`config.mk`:
```
export PLATFORM = sky130hd
export DESIGN_NAME = vga_timing_gen
export DESIGN_NICKNAME = d
export VERILOG_FILES = /design/src/rtl/vga_timing_gen.sv
export SDC_FILE = /design/constraint.sdc
export NUM_CORES = 1
export LEC_CHECK = 0
export CAP_MARGIN = 20
export CORE_MARGIN = 2
export CORE_UTILIZATION = 53
export DETAILED_ROUTE_END_ITERATION = 7
export GPL_ROUTABILITY_DRIVEN = 0
export PLACE_DENSITY = 0.88
export SYNTH_ARGS = -nofsm -noshare
export SYNTH_HDL_FRONTEND = slang
export SYNTH_SLANG_ARGS = --single-unit
export TNS_END_PERCENT = 10
```
`constraint.sdc`:
```
create_clock -name clk -period 3.4 [get_ports clk]
set_input_delay 0.85 -clock clk [delete_from_list [all_inputs] [get_ports clk]]
set_output_delay 0.85 -clock clk [all_outputs]
set_load 0.02 [all_outputs]
```
`src/rtl/vga_timing_gen.sv`:
```
// vga_timing_gen
//   Pixel-timing generator for the VGA output path. One horizontal and one
//   vertical counter advance on a pixel enable. Every output is registered and
//   decoded from the next-count value, so the decodes line up with the counts
//   presented in the same cycle.
//
//   Line/frame order: sync, back porch, active, front porch, starting at 0.
//
// Ports
//   clk          clock (pixel clock, or faster with a divided enable)
//   rst_n        synchronous active-low reset
//   en           pixel enable; counters advance only when high
//   h_count      horizontal count, 0..H_TOTAL-1
//   v_count      vertical count, 0..V_TOTAL-1
//   hsync/vsync  SYNC_POL during the sync interval, ~SYNC_POL elsewhere
//   active       high inside the visible area
//   pixel_x/y    active-area coordinates, 0 outside the visible area
//   line_start   one-clk strobe after an enabled wrap into h_count=0
//   frame_start  one-clk strobe after an enabled wrap into (0,0)
module vga_timing_gen #(
  parameter int unsigned H_SYNC   = 96,
  parameter int unsigned H_BP     = 48,
  parameter int unsigned H_ACTIVE = 640,
  parameter int unsigned H_FP     = 16,
  parameter int unsigned V_SYNC   = 2,
  parameter int unsigned V_BP     = 33,
  parameter int unsigned V_ACTIVE = 480,
  parameter int unsigned V_FP     = 10,
  parameter bit          SYNC_POL = 1'b1
) (
  input  logic        clk,
  input  logic        rst_n,
  input  logic        en,
  output logic [15:0] h_count,
  output logic [15:0] v_count,
  output logic        hsync,
  output logic        vsync,
  output logic        active,
  output logic [9:0]  pixel_x,
  output logic [9:0]  pixel_y,
  output logic        line_start,
  output logic        frame_start
);

  localparam int unsigned H_TOTAL = H_SYNC + H_BP + H_ACTIVE + H_FP;
  localparam int unsigned V_TOTAL = V_SYNC + V_BP + V_ACTIVE + V_FP;

  localparam logic [15:0] H_LAST   = 16'(H_TOTAL - 1);
  localparam logic [15:0] V_LAST   = 16'(V_TOTAL - 1);
  localparam logic [15:0] H_SYNC_W = 16'(H_SYNC);
  localparam logic [15:0] V_SYNC_W = 16'(V_SYNC);
  localparam logic [15:0] HA0      = 16'(H_SYNC + H_BP);
  localparam logic [15:0] HA1      = 16'(H_SYNC + H_BP + H_ACTIVE);
  localparam logic [15:0] VA0      = 16'(V_SYNC + V_BP);
  localparam logic [15:0] VA1      = 16'(V_SYNC + V_BP + V_ACTIVE);

  logic [15:0] h_count_q, h_count_d;
  logic [15:0] v_count_q, v_count_d;
  logic        hsync_q, hsync_d;
  logic        vsync_q, vsync_d;
  logic        active_q, active_d;
  logic [9:0]  pixel_x_q, pixel_x_d;
  logic [9:0]  pixel_y_q, pixel_y_d;
  logic        line_start_q, line_start_d;
  logic        frame_start_q, frame_start_d;

  logic        h_in, v_in;
  logic [15:0] px_full, py_full;

  always_comb begin
    h_count_d     = h_count_q;
    v_count_d     = v_count_q;
    line_start_d  = 1'b0;
    frame_start_d = 1'b0;

    if (en) begin
      if (h_count_q == H_LAST) begin
        h_count_d     = '0;
        line_start_d  = 1'b1;
        frame_start_d = (v_count_q == V_LAST);
        v_count_d     = (v_count_q == V_LAST) ? 16'd0 : v_count_q + 16'd1;
      end else begin
        h_count_d = h_count_q + 16'd1;
      end
    end

    // Decode from the next counts so outputs and counts change together.
    h_in     = (h_count_d >= HA0) && (h_count_d < HA1);
    v_in     = (v_count_d >= VA0) && (v_count_d < VA1);
    active_d = h_in && v_in;

    px_full   = h_count_d - HA0;
    py_full   = v_count_d - VA0;
    pixel_x_d = active_d ? px_full[9:0] : 10'd0;
    pixel_y_d = active_d ? py_full[9:0] : 10'd0;

    hsync_d = (h_count_d < H_SYNC_W) ? SYNC_POL : ~SYNC_POL;
    vsync_d = (v_count_d < V_SYNC_W) ? SYNC_POL : ~SYNC_POL;
  end

  always_ff @(posedge clk) begin
    if (!rst_n) begin
      h_count_q     <= '0;
      v_count_q     <= '0;
      hsync_q       <= SYNC_POL;
      vsync_q       <= SYNC_POL;
      active_q      <= 1'b0;
      pixel_x_q     <= '0;
      pixel_y_q     <= '0;
      line_start_q  <= 1'b0;
      frame_start_q <= 1'b0;
    end else begin
      h_count_q     <= h_count_d;
      v_count_q     <= v_count_d;
      hsync_q       <= hsync_d;
      vsync_q       <= vsync_d;
      active_q      <= active_d;
      pixel_x_q     <= pixel_x_d;
      pixel_y_q     <= pixel_y_d;
      line_start_q  <= line_start_d;
      frame_start_q <= frame_start_d;
    end
  end

  assign h_count     = h_count_q;
  assign v_count     = v_count_q;
  assign hsync       = hsync_q;
  assign vsync       = vsync_q;
  assign active      = active_q;
  assign pixel_x     = pixel_x_q;
  assign pixel_y     = pixel_y_q;
  assign line_start  = line_start_q;
  assign frame_start = frame_start_q;

endmodule

```
* Yosys cells after proc, flatten, opt, wreduce, memory -nomap -nowiden
Index checks and enable logic that the tools add are counted.
** Storage, ports and cells
- Logic and storage cells :: 35
- Bits of input ports :: 3
- Register bits after elaboration :: 57
** Operators by class
- Muxes and demuxes :: 8
- Add/subtract/negate cells :: 4
- Reductions and logical operators :: 6
- Magnitude comparators :: 6
- Eq/ne operators :: 2
** Operators by type and width (number)
- 16-bit 2-to-1 mux :: 5
- 16-bit by 1-bit adder with 16-bit output, second input constant :: 2
- 16-bit by 10-bit equality test with 1-bit output, second input constant :: 2
- 16-bit by 10-bit less-than comparator with 1-bit output, second input constant :: 2
- 16-bit by 6-bit greater-or-equal comparator with 1-bit output, second input constant :: 1
- 16-bit by 8-bit greater-or-equal comparator with 1-bit output, second input constant :: 1
- 16-bit by 2-bit less-than comparator with 1-bit output, second input constant :: 1
- 16-bit by 7-bit less-than comparator with 1-bit output, second input constant :: 1
- 10-bit by 6-bit subtractor with 10-bit output, second input constant :: 1
- 10-bit by 8-bit subtractor with 10-bit output, second input constant :: 1
- 2-bit AND reduction :: 2
- 1-bit logical AND :: 3
- 1-bit 2-to-1 mux :: 3
- 3-bit AND reduction :: 1

* Logic depth before layout (Yosys ltp)
Gate-level depths: netlist of the first run.
- Depth in word-level cells :: 8
- Depth in mapped cells :: 14

* Worst setup path before layout of the first run
Ideal clock, no wire load.
- Path type :: input-to-reg
- Start :: input port en
- End :: register pixel_y_q[3], in the netlist pixel_y[3]
- Library setup time :: 0.064 ns
- Buffers on the path :: 3
- Path slack :: 0.356 ns
- Cell stages on the path :: 13
- Data arrival time :: 2.980 ns
- Path through :: and4_1 > clkbuf_1 > and4_1 > buf_2 > nand2_2 > o21ai_0 > ha_1 > a21oi_2 > a21o_1 > a21oi_1 > o221ai_2 > buf_6 > nor2_2
** Between the ends
- Longest elaborated chain between the ends :: 5
- Elaborated cells between the ends (all ways) :: 11
- Those cells by class :: add/sub: 1; order compare: 4; mux: 2; reduce/logical: 4
** Ends and longest elaborated chain
- start: declaration :: RTL line 33 : input logic en,
- 16-bit 2-to-1 mux * :: RTL line 76 : if (en) begin
- named net v_count_d[0] :: RTL line 58 : logic [15:0] v_count_q, v_count_d;
- 16-bit by 6-bit greater-or-equal comparator with 1-bit output / 16-bit by 10-bit less-than comparator with 1-bit output (equally long branches) :: RTL line 89 : v_in = (v_count_d >= VA0) && (v_count_d < VA1);
- 1-bit logical AND :: RTL line 89
- 1-bit logical AND :: RTL line 90 : active_d = h_in && v_in;
- 2-bit AND reduction (no source line)
- end signal: assignment :: RTL line 119 : pixel_y_q <= pixel_y_d;
- end: declaration :: RTL line 63 : logic [9:0] pixel_y_q, pixel_y_d;
Mark *: on every way through the listed nets, which the timed path passes. The rest lies on a longest branch.
A chain may end at the register's enable or synchronous reset.

* Worst setup path in the final report of the first run
- Start :: input port en
- End :: register pixel_x_q[1], in the netlist pixel_x[1]
** Between the ends
- Longest elaborated chain between the ends :: 5
- Elaborated cells between the ends (all ways) :: 11
- Those cells by class :: add/sub: 1; order compare: 4; mux: 2; reduce/logical: 4
** Ends and longest elaborated chain
- 16-bit 2-to-1 mux :: RTL line 76
- 16-bit by 8-bit greater-or-equal comparator with 1-bit output, or another cell as far along :: RTL line 88 : h_in = (h_count_d >= HA0) && (h_count_d < HA1);
- 1-bit logical AND, on equally long branches :: RTL line 88, 89
- 1-bit logical AND :: RTL line 90
- 2-bit AND reduction (no source line)
- end signal: assignment :: RTL line 118 : pixel_x_q <= pixel_x_d;
- end: declaration :: RTL line 62 : logic [9:0] pixel_x_q, pixel_x_d;
Parallel ways exist; a longest one is shown, timed or not.

==> metrics.txt, run 1 <==
Synth warnings 0; Logic pwr share 0.022; setup violators final 0; Setup CP Type in -> reg; highest clock rate 0.314 GHz; post-CTS setup buffers 0; top cell type's share of synthesized area 0.351; actual slew at the worst max-slew pin 0.684 ns; placed cells 535; Layout Nets 480; area post-placement 4090 um^2; Die Y 82.3 um; post-synthesis sequential area ratio 0.351; maximum vdd ir drop 0.247 mV; initial drt markers 280; number of flops mapped to enable cells by yosys 0; Bufs and invs on worst path 3; DR WL/cell 16.0 um; top post-synthesis cells by area dfxtp_1 (35%), nor2_1 (5.1%), xnor2_1 (4.3%); Seq cells post-synth 57; pre-CTS WS -0.118 ns; worst skew pair latency 0.34 ns; starting density of the core 0.549; Netlist cell types 65; Max H-tree Level 3; most frequent cells in the layout clkdlybuf4s50_1 (59), dfxtp_1 (57), nor2_1 (44), buf_4 (43), nand2_1 (25); first-pass GRT wire length 14500 um; vias in the first global route 3150; Routed Antenna Nets 0; crit start category primary input; PwrDens 328 nW/um^2; Rel. slew slack 0.543; WL final 8810 um; GRT Total Usage 0.284; Mapped Cells 380; cell family with most CP delay simple AND/OR/NAND/NOR gates; CTS root buffer clkbuf_8; cts hold-fix bufs 0; outcome finished clean; Synth Flop Type dfxtp_1; Finished Layout Cells 551; I/O Buffers 59; unrepaired setup endpoints after global routing yes; static leakage 0.00168 uW; ys async rst share 0; Pint 1110 uW; clock-pin slew on the worst setup and hold paths 0.06 ns; NetSw 301 uW; area of the mapped netlist 3250 um^2; most common cell after layout, fill and taps aside clkdlybuf4s50_1; via count 3240; n_diodes 0; post-cts sizing count 0; max incr delay on CP 0.50 ns; Max FO, Critical Path 11; Final Critical Period 3.19 ns; I/O pins 60; Sw Share 0.213; clock sinks 57; 1st-pass router iterations 6; setup ws final 0.212 ns; layout cell share with drive strength beyond 1 0.210; crit share post-route 0.938; Yosys top cell by area dfxtp_1; initial antenna violation count 0; max-slew violations 0; syn nets 389; worst min-delay path category reg -> reg; fin area 4310 um^2; Worst Skew 0.0115 ns; HPWL after DPL 6430 um; setup TNS 0 ns; CTS Buf Count 9; Die Wd 82.3 um; drt via density 5.88; Sequential Power Share 0.476; Die ar. 6770 um^2; Max Cap Viol 0; total grt overflow 0; WP data required 3.63 ns; CP Capture Type register; clock power share 0.502; Hold Fails Final Rpt 0; Final Core Density 0.728; Post-route DRC 0; Clock Tree Buf Depth 2; Row Count 28; largest net degree at the start of global routing 21; core footprint 5920 um^2; CP max stage cell clkdlybuf4s50_1; CTS tree yes; Arr. time, crit path 3.41 ns; average size of a mapped cell 8.55 um^2; P&R area growth vs syn 32.7%; worst-path cell chain clkdlybuf4s50_1 -> buf_4 -> nand4_1 -> nor4_4 -> nand2_1 -> nand2_1 -> ha_1 -> and3_1 -> nor2_1 -> or3b_1 -> o221ai_2 -> buf_4 -> nor2_2
## cell usage after synthesis, drive strengths merged (8+ instances only)
library cell	count
and2	12
nor3	8
nand4	14
nand3	19
a21oi	9
nand2b	8
clkbuf	12
buf	10
o21ai	16
xor2	13
xnor2	16
nand2	27
dfxtp	57
inv	9
nor4	9
nor2	64
## power by group through the flow
stage	Clock [uW]	Sequential (uW)	Combinational, uW
after floorplan	0	689	15.8
after detailed placement	0	688	30.3
after global routing	754	674	34.3
after global placement	0	688	29.5
final	710	674	30.9
after CTS	722	673	31.0
## worst paths after layout
path | startpoint | slack (ns) | cells after the start | endpoint
setup / recovery | en | 0.21 | 13 | pixel_x[1]
hold / removal | h_count[15] | 0.64 | 2 | h_count[15]
setup reg to reg | v_count[1] | 0.25 | 11 | pixel_y[8]
hold reg to reg | h_count[15] | 0.64 | 2 | h_count[15]
## state kept, by name, summed over array words and instances, names as in the netlist
name,cells
active,1
frame_start,1
h_count,16
hsync,1
line_start,1
pixel_x,10
pixel_y,10
v_count,16
vsync,1
## per-layer routing
layer / up-vias / GRT usage / part of all wire
li1: 1525 / - / -
met1: 1514 / 0.337 / 0.41
met2: 174 / 0.473 / 0.49
met3: 27 / 0.0739 / 0.078
met4: 0 / 0.140 / 0.025
met5: - / 0 / 0
## stage by stage
| step | total power [uW] | hold slack [ns] |
|---|---|---|
| 3_3_place_gp | 718 | 0.604 |
| 5_1_grt | 1460 | 0.681 |
| 4_1_cts | 1430 | 0.636 |
| 6_report | 1410 | 0.644 |
| 3_5_place_dp | 719 | 0.618 |
| 2_1_floorplan | 705 | 0.662 |
## cells by family after synthesis
| group | Yosys count | share of synthesized area |
|---|---|---|
| XOR/XNOR | 29 | 0.0782 |
| AO/OA/AOI/OAI | 51 | 0.108 |
| AND/OR/NAND/NOR | 200 | 0.358 |
| adder cells (fa/ha/maj) | 6 | 0.0231 |
| flip-flops | 57 | 0.351 |
| multiplexers | 6 | 0.0196 |
| buffers and inverters | 31 | 0.0616 |
## tightest hold or removal path, delay by kind of cell (launching register included)
kind,cells,cell delay [ns]
and+or+nand+nor,1,0.05
xor gates and xnor gates,1,0.18
DFF,1,0.37
## cell type report
class	instances	area (um^2)
clock inverters	5	78.8
multi-input cells	292	1910
well taps	75	93.8
flip-flops and latches	57	1140
repair buffers	102	913
fillers	456	1610
clock buffers	11	141
inverters	9	33.8
Note: power is estimated with default switching activity, not from simulation.
==> inputs of run 2 (changes only) <==
CORE_MARGIN = not set   (was 2)
==> run 2 against run 1 <==
  * Non-clock buffer count decreased by 1
  * Cell count decreased by 0.36%
  * Clock power is 7.2% higher
  * Clock-buffer cell count down 2
  * First-iteration DRC count is 28% lower
  * Hold slack worse by 0.013 ns
  * Fmax down 2.5%
  * Routed wire length rose by 0.87%
  * Sequential power about the same
  * Global-route usage grew 1.6 points
  * Critical endpoint unchanged
  * Largest cell class unchanged
==> metrics.txt, run 2 (synthesized netlist as in run 1, its figures left out) <==
Row Count 28; drt via density 5.84; WP data required 3.63 ns; max-slew violations 0; fin area 4330 um^2; I/O Buffers 59; Rel. slew slack 0.568; overall power 1470 uW; Die ar. 6450 um^2; Max Cap Viol 0; Layout Nets 479; wire length on met1 3460 um; HPWL after DPL 6290 um; DR top layer met4; crit start category primary input; worst-path cell chain clkdlybuf4s50_1 -> buf_4 -> nand4_1 -> nor4_4 -> nand2_1 -> nand2_1 -> ha_1 -> and3_1 -> nor2_1 -> or3b_1 -> o221ai_2 -> buf_12 -> nor2_2; starting density of the core 0.549; Hold Slack 0.631 ns; post-CTS setup buffers 0; placed cells 534; Post-route DRC 0; via count 3208; vias in the first global route 3084; first-pass GRT wire length 14500 um; static leakage 0.00168 uW; Setup CP Type in -> reg; reg2reg start h_count[0]; Hold Fails Final Rpt 0; WL final 8880 um; Arr. time, crit path 3.50 ns; Critical Path Source en; worst min-delay path category reg -> reg; Die Y 80.3 um; DR WL met2 4440 um; 1st-pass router iterations 5; DR WL/cell 16.2 um; CTS tree yes; cell family with most CP delay simple AND/OR/NAND/NOR gates; min-delay src h_count[15]; unrepaired setup endpoints after global routing no; Clock Tree Buf Depth 2; I/O pins 60; setup ws final 0.132 ns; Finished Layout Cells 549; highest clock rate 0.306 GHz; clock sinks 57; outcome finished clean; Max FO, Critical Path 21; GRT Total Usage 0.300; crit share post-route 0.961; pre-CTS WS -0.169 ns; layout cell share with drive strength beyond 1 0.211; CP Capture Type register; setup violators final 0; max incr delay on CP 0.52 ns; total grt overflow 0; Final Critical Period 3.27 ns; CTS root buffer clkbuf_8; worst skew pair latency 0.35 ns; Max H-tree Level 3; Worst Skew 0.00603 ns; PwrDens 338 nW/um^2; area post-placement 4100 um^2; Bufs and invs on worst path 3; Routed Antenna Nets 0; clock-pin slew on the worst setup and hold paths 0.06 ns; routed wl met3 664 um; P&R area growth vs syn 33.3%; most common cell after layout, fill and taps aside clkdlybuf4s50_1; CP max stage cell clkdlybuf4s50_1; n_diodes 0; maximum vdd ir drop 0.295 mV; initial antenna violation count 0; actual slew at the worst max-slew pin 0.647 ns; CTS Buf Count 9; Die Wd 80.3 um; reg2reg setup slack 0.30 ns; most frequent cells in the layout clkdlybuf4s50_1 (59), dfxtp_1 (57), nor2_1 (44), buf_4 (41), nand2_1 (25); CP most frequent cell nand2_1; core footprint 5920 um^2; initial drt markers 201; largest net degree at the start of global routing 22
-- run 2: tightest hold or removal path, cell delays in order (launching register included) --
cell and delay [ns]:
dfxtp_1 0.37, xor2_1 0.17, nor2_1 0.05
-- run 2: final cells by class --
| cell class | instances | area, um^2 |
|---|---|---|
| Multi-Input combinational cell | 292 | 1910 |
| Fill cell | 448 | 1590 |
| Sequential cell | 57 | 1140 |
| Timing Repair Buffer | 101 | 918 |
| Clock buffer | 9 | 124 |
| Clock inverter | 6 | 108 |
| Tap cell | 75 | 93.8 |
| Inverter | 9 | 33.8 |
-- run 2: path summary, 6_finish.rpt --
kind,end,cells after the start
hold reg to reg,h_count[15],2
setup / recovery,pixel_x[1],13
hold / removal,h_count[15],2
setup reg to reg,pixel_y[8],11
-- run 2: stage by stage --
| stage | util | setup TNS, ns |
|---|---|---|
| final | 0.732 | 0 |
| after global routing | 0.732 | 0 |
| after CTS | 0.731 | 0 |
| after detailed placement | 0.692 | -3.31 |
| after global placement | 0.692 | -1.89 |
| after floorplan | - | 0 |
-- run 2: report_power, final --
part | switching [uW] | total [uW] | leakage, uW | internal, uW
Sequential | 4.26 | 674 | 0.000459 | 669
Clock | 281 | 761 | 0.000115 | 480
Combinational | 18.6 | 30.7 | 0.00111 | 12.1
-- run 2: layer usage --
layer,up-vias,track usage
met5,-,0
met4,0,0.154
met1,1504,0.344
li1,1518,-
met2,152,0.515
met3,34,0.0716
-- run 2: repair_timing --
item / CTS / global route
endpoints found under the setup margin: 0 / 21
hold buffers: 0 / 0
resized for setup: 0 / 2
==> inputs of run 3 (changes only) <==
CORE_ASPECT_RATIO = 1.75   (was not set)
clock period = 3.7 ns   (was 3.4 ns; I/O delays follow)
==> run 3 against run 2 <==
  * Clock skew rose by 0.0026 ns
  * Sequential share of layout area rose by 0.75 points
  * Cell count fell by 2.6%
  * Critical path type is now reg -> reg
==> metrics.txt, run 3 (synthesized netlist as in run 1, its figures left out) <==
outcome finished clean; first-pass GRT wire length 15200 um; CP max stage cell nor4_4; crit start category register; Routed Antenna Nets 0; Max Cap Viol 0; Row Count 37; Setup CP Type reg -> reg; grt met1 use 0.343; area post-placement 3960 um^2; n_diodes 0; static leakage 0.00160 uW; setup violators final 0; initial antenna violation count 0; Critical Path Source v_count[1]; via count 3270; Crit path depth 12; PwrDens 330 nW/um^2; P&R area growth vs syn 29.6%; reg2reg path depth 12; clock-pin slew on the worst setup and hold paths 0.07 ns; CTS root buffer clkbuf_8; actual slew at the worst max-slew pin 0.710 ns; layout cell share with drive strength beyond 1 0.179; total grt overflow 0; cts hold-fix bufs 0; largest net degree at the start of global routing 21; post-cts sizing count 0; maximum vdd ir drop 0.200 mV; Die ar. 6460 um^2; Rel. slew slack 0.526; max-slew violations 0; Die Y 106 um; worst skew pair latency 0.36 ns; highest clock rate 0.292 GHz; Layout Nets 461; I/O pins 60; Max FO, Critical Path 8; most crowded layer after global routing met2; setup TNS 0 ns; Max H-tree Level 3; reg2reg start v_count[1]; starting density of the core 0.553; reg2reg end pixel_y[8]; fin area 4210 um^2; Hold Fails Final Rpt 0; 1st-pass router iterations 5; FILL cells 463; post-CTS setup buffers 0; Arr. time, crit path 3.71 ns; cell family with most CP delay simple AND/OR/NAND/NOR gates; core footprint 5880 um^2; Worst Skew 0.00867 ns; initial drt markers 373; DR WL/cell 17.8 um; WL final 9520 um; CP endpoint pixel_y[8]; most common cell after layout, fill and taps aside clkdlybuf4s50_1; crit share post-route 0.926; Post-route DRC 0; drt via density 6.11; routing usage on met2 0.540; Final Critical Period 3.42 ns; HPWL after DPL 6680 um; Bufs and invs on worst path 3; CP Capture Type register; unrepaired setup endpoints after global routing no; CTS Buf Count 9; GRT Total Usage 0.325; routing usage on met3 0.0798; Die Wd 61.2 um; most frequent cells in the layout clkdlybuf4s50_1 (59), dfxtp_1 (57), nor2_1 (44), nand2_1 (25), buf_4 (23); worst-path cell chain inv_1 -> ha_1 -> or3b_2 -> nor4_4 -> buf_4 -> o211ai_2 -> mux2_2 -> nand3b_4 -> nor4_4 -> o221ai_2 -> buf_4 -> a21oi_1; clock sinks 57; max incr delay on CP 0.51 ns; vias in the first global route 3179; WP data required 3.98 ns; I/O Buffers 59; CTS tree yes; reg2reg setup slack 0.28 ns; Clock Tree Buf Depth 2; worst min-delay path category reg -> reg
## run 3: changes by cell type in the layout (fill, tap and decap cells not counted), sizes merged
cell / delta
buf: -18
clkinvlp: -1
inv: +2
## run 3: metal layers
layer	wire [um]	up-vias
li1	-	1486
met1	3310	1511
met2	4970	207
met3	663	66
met4	578	0
met5	0	-
## run 3: cell type report
class | instances | area, um^2 | share of cell area
multi-input combinational | 292 | 1910 | 0.453
sequential | 57 | 1140 | 0.271
timing repair buffer | 83 | 783 | 0.186
clock inverter | 7 | 125 | 0.0297
clock buffer | 9 | 124 | 0.0294
tap | 78 | 97.6 | 0.0232
inverter | 9 | 33.8 | 0.00802
## run 3: through the flow
stage / power [uW] / util / setup WS, ns / cells / hold WS [ns]
finish: 1390 / 0.717 / 0.276 / 535 / 0.656
global route: 1420 / 0.717 / 0.0775 / 535 / 0.695
CTS: 1390 / 0.717 / 0.316 / 535 / 0.634
detailed placement: 661 / 0.674 / 0.0435 / 519 / 0.615
global placement: 659 / 0.674 / 0.119 / 519 / 0.609
floorplan: 648 / - / 0.581 / 380 / 0.662
## run 3: worst min path at each step
stage	start	to	cells past startpoint
after floorplan	h_count[15]	h_count[15]	2
after global placement	h_count[15]	h_count[15]	2
after detailed placement	h_count[15]	h_count[15]	2
after CTS	h_count[15]	h_count[15]	2
after global routing	h_count[15]	h_count[15]	2
final	h_count[15]	h_count[15]	2
## run 3: report_power, final
| part | internal [uW] | switching (uW) | total [uW] |
|---|---|---|---|
| registers | 615 | 3.79 | 619 |
| logic | 10.5 | 19.2 | 29.6 |
| clock network | 454 | 289 | 742 |
## run 3: worst reg2reg max path, stage by stage, from the launching register on
cell	delay, ns
dfxtp_1	0.40
inv_1	0.11
ha_1	0.19
or3b_2	0.50
nor4_4	0.51
buf_4	0.24
o211ai_2	0.10
mux2_2	0.29
nand3b_4	0.19
nor4_4	0.32
o221ai_2	0.18
buf_4	0.18
a21oi_1	0.13
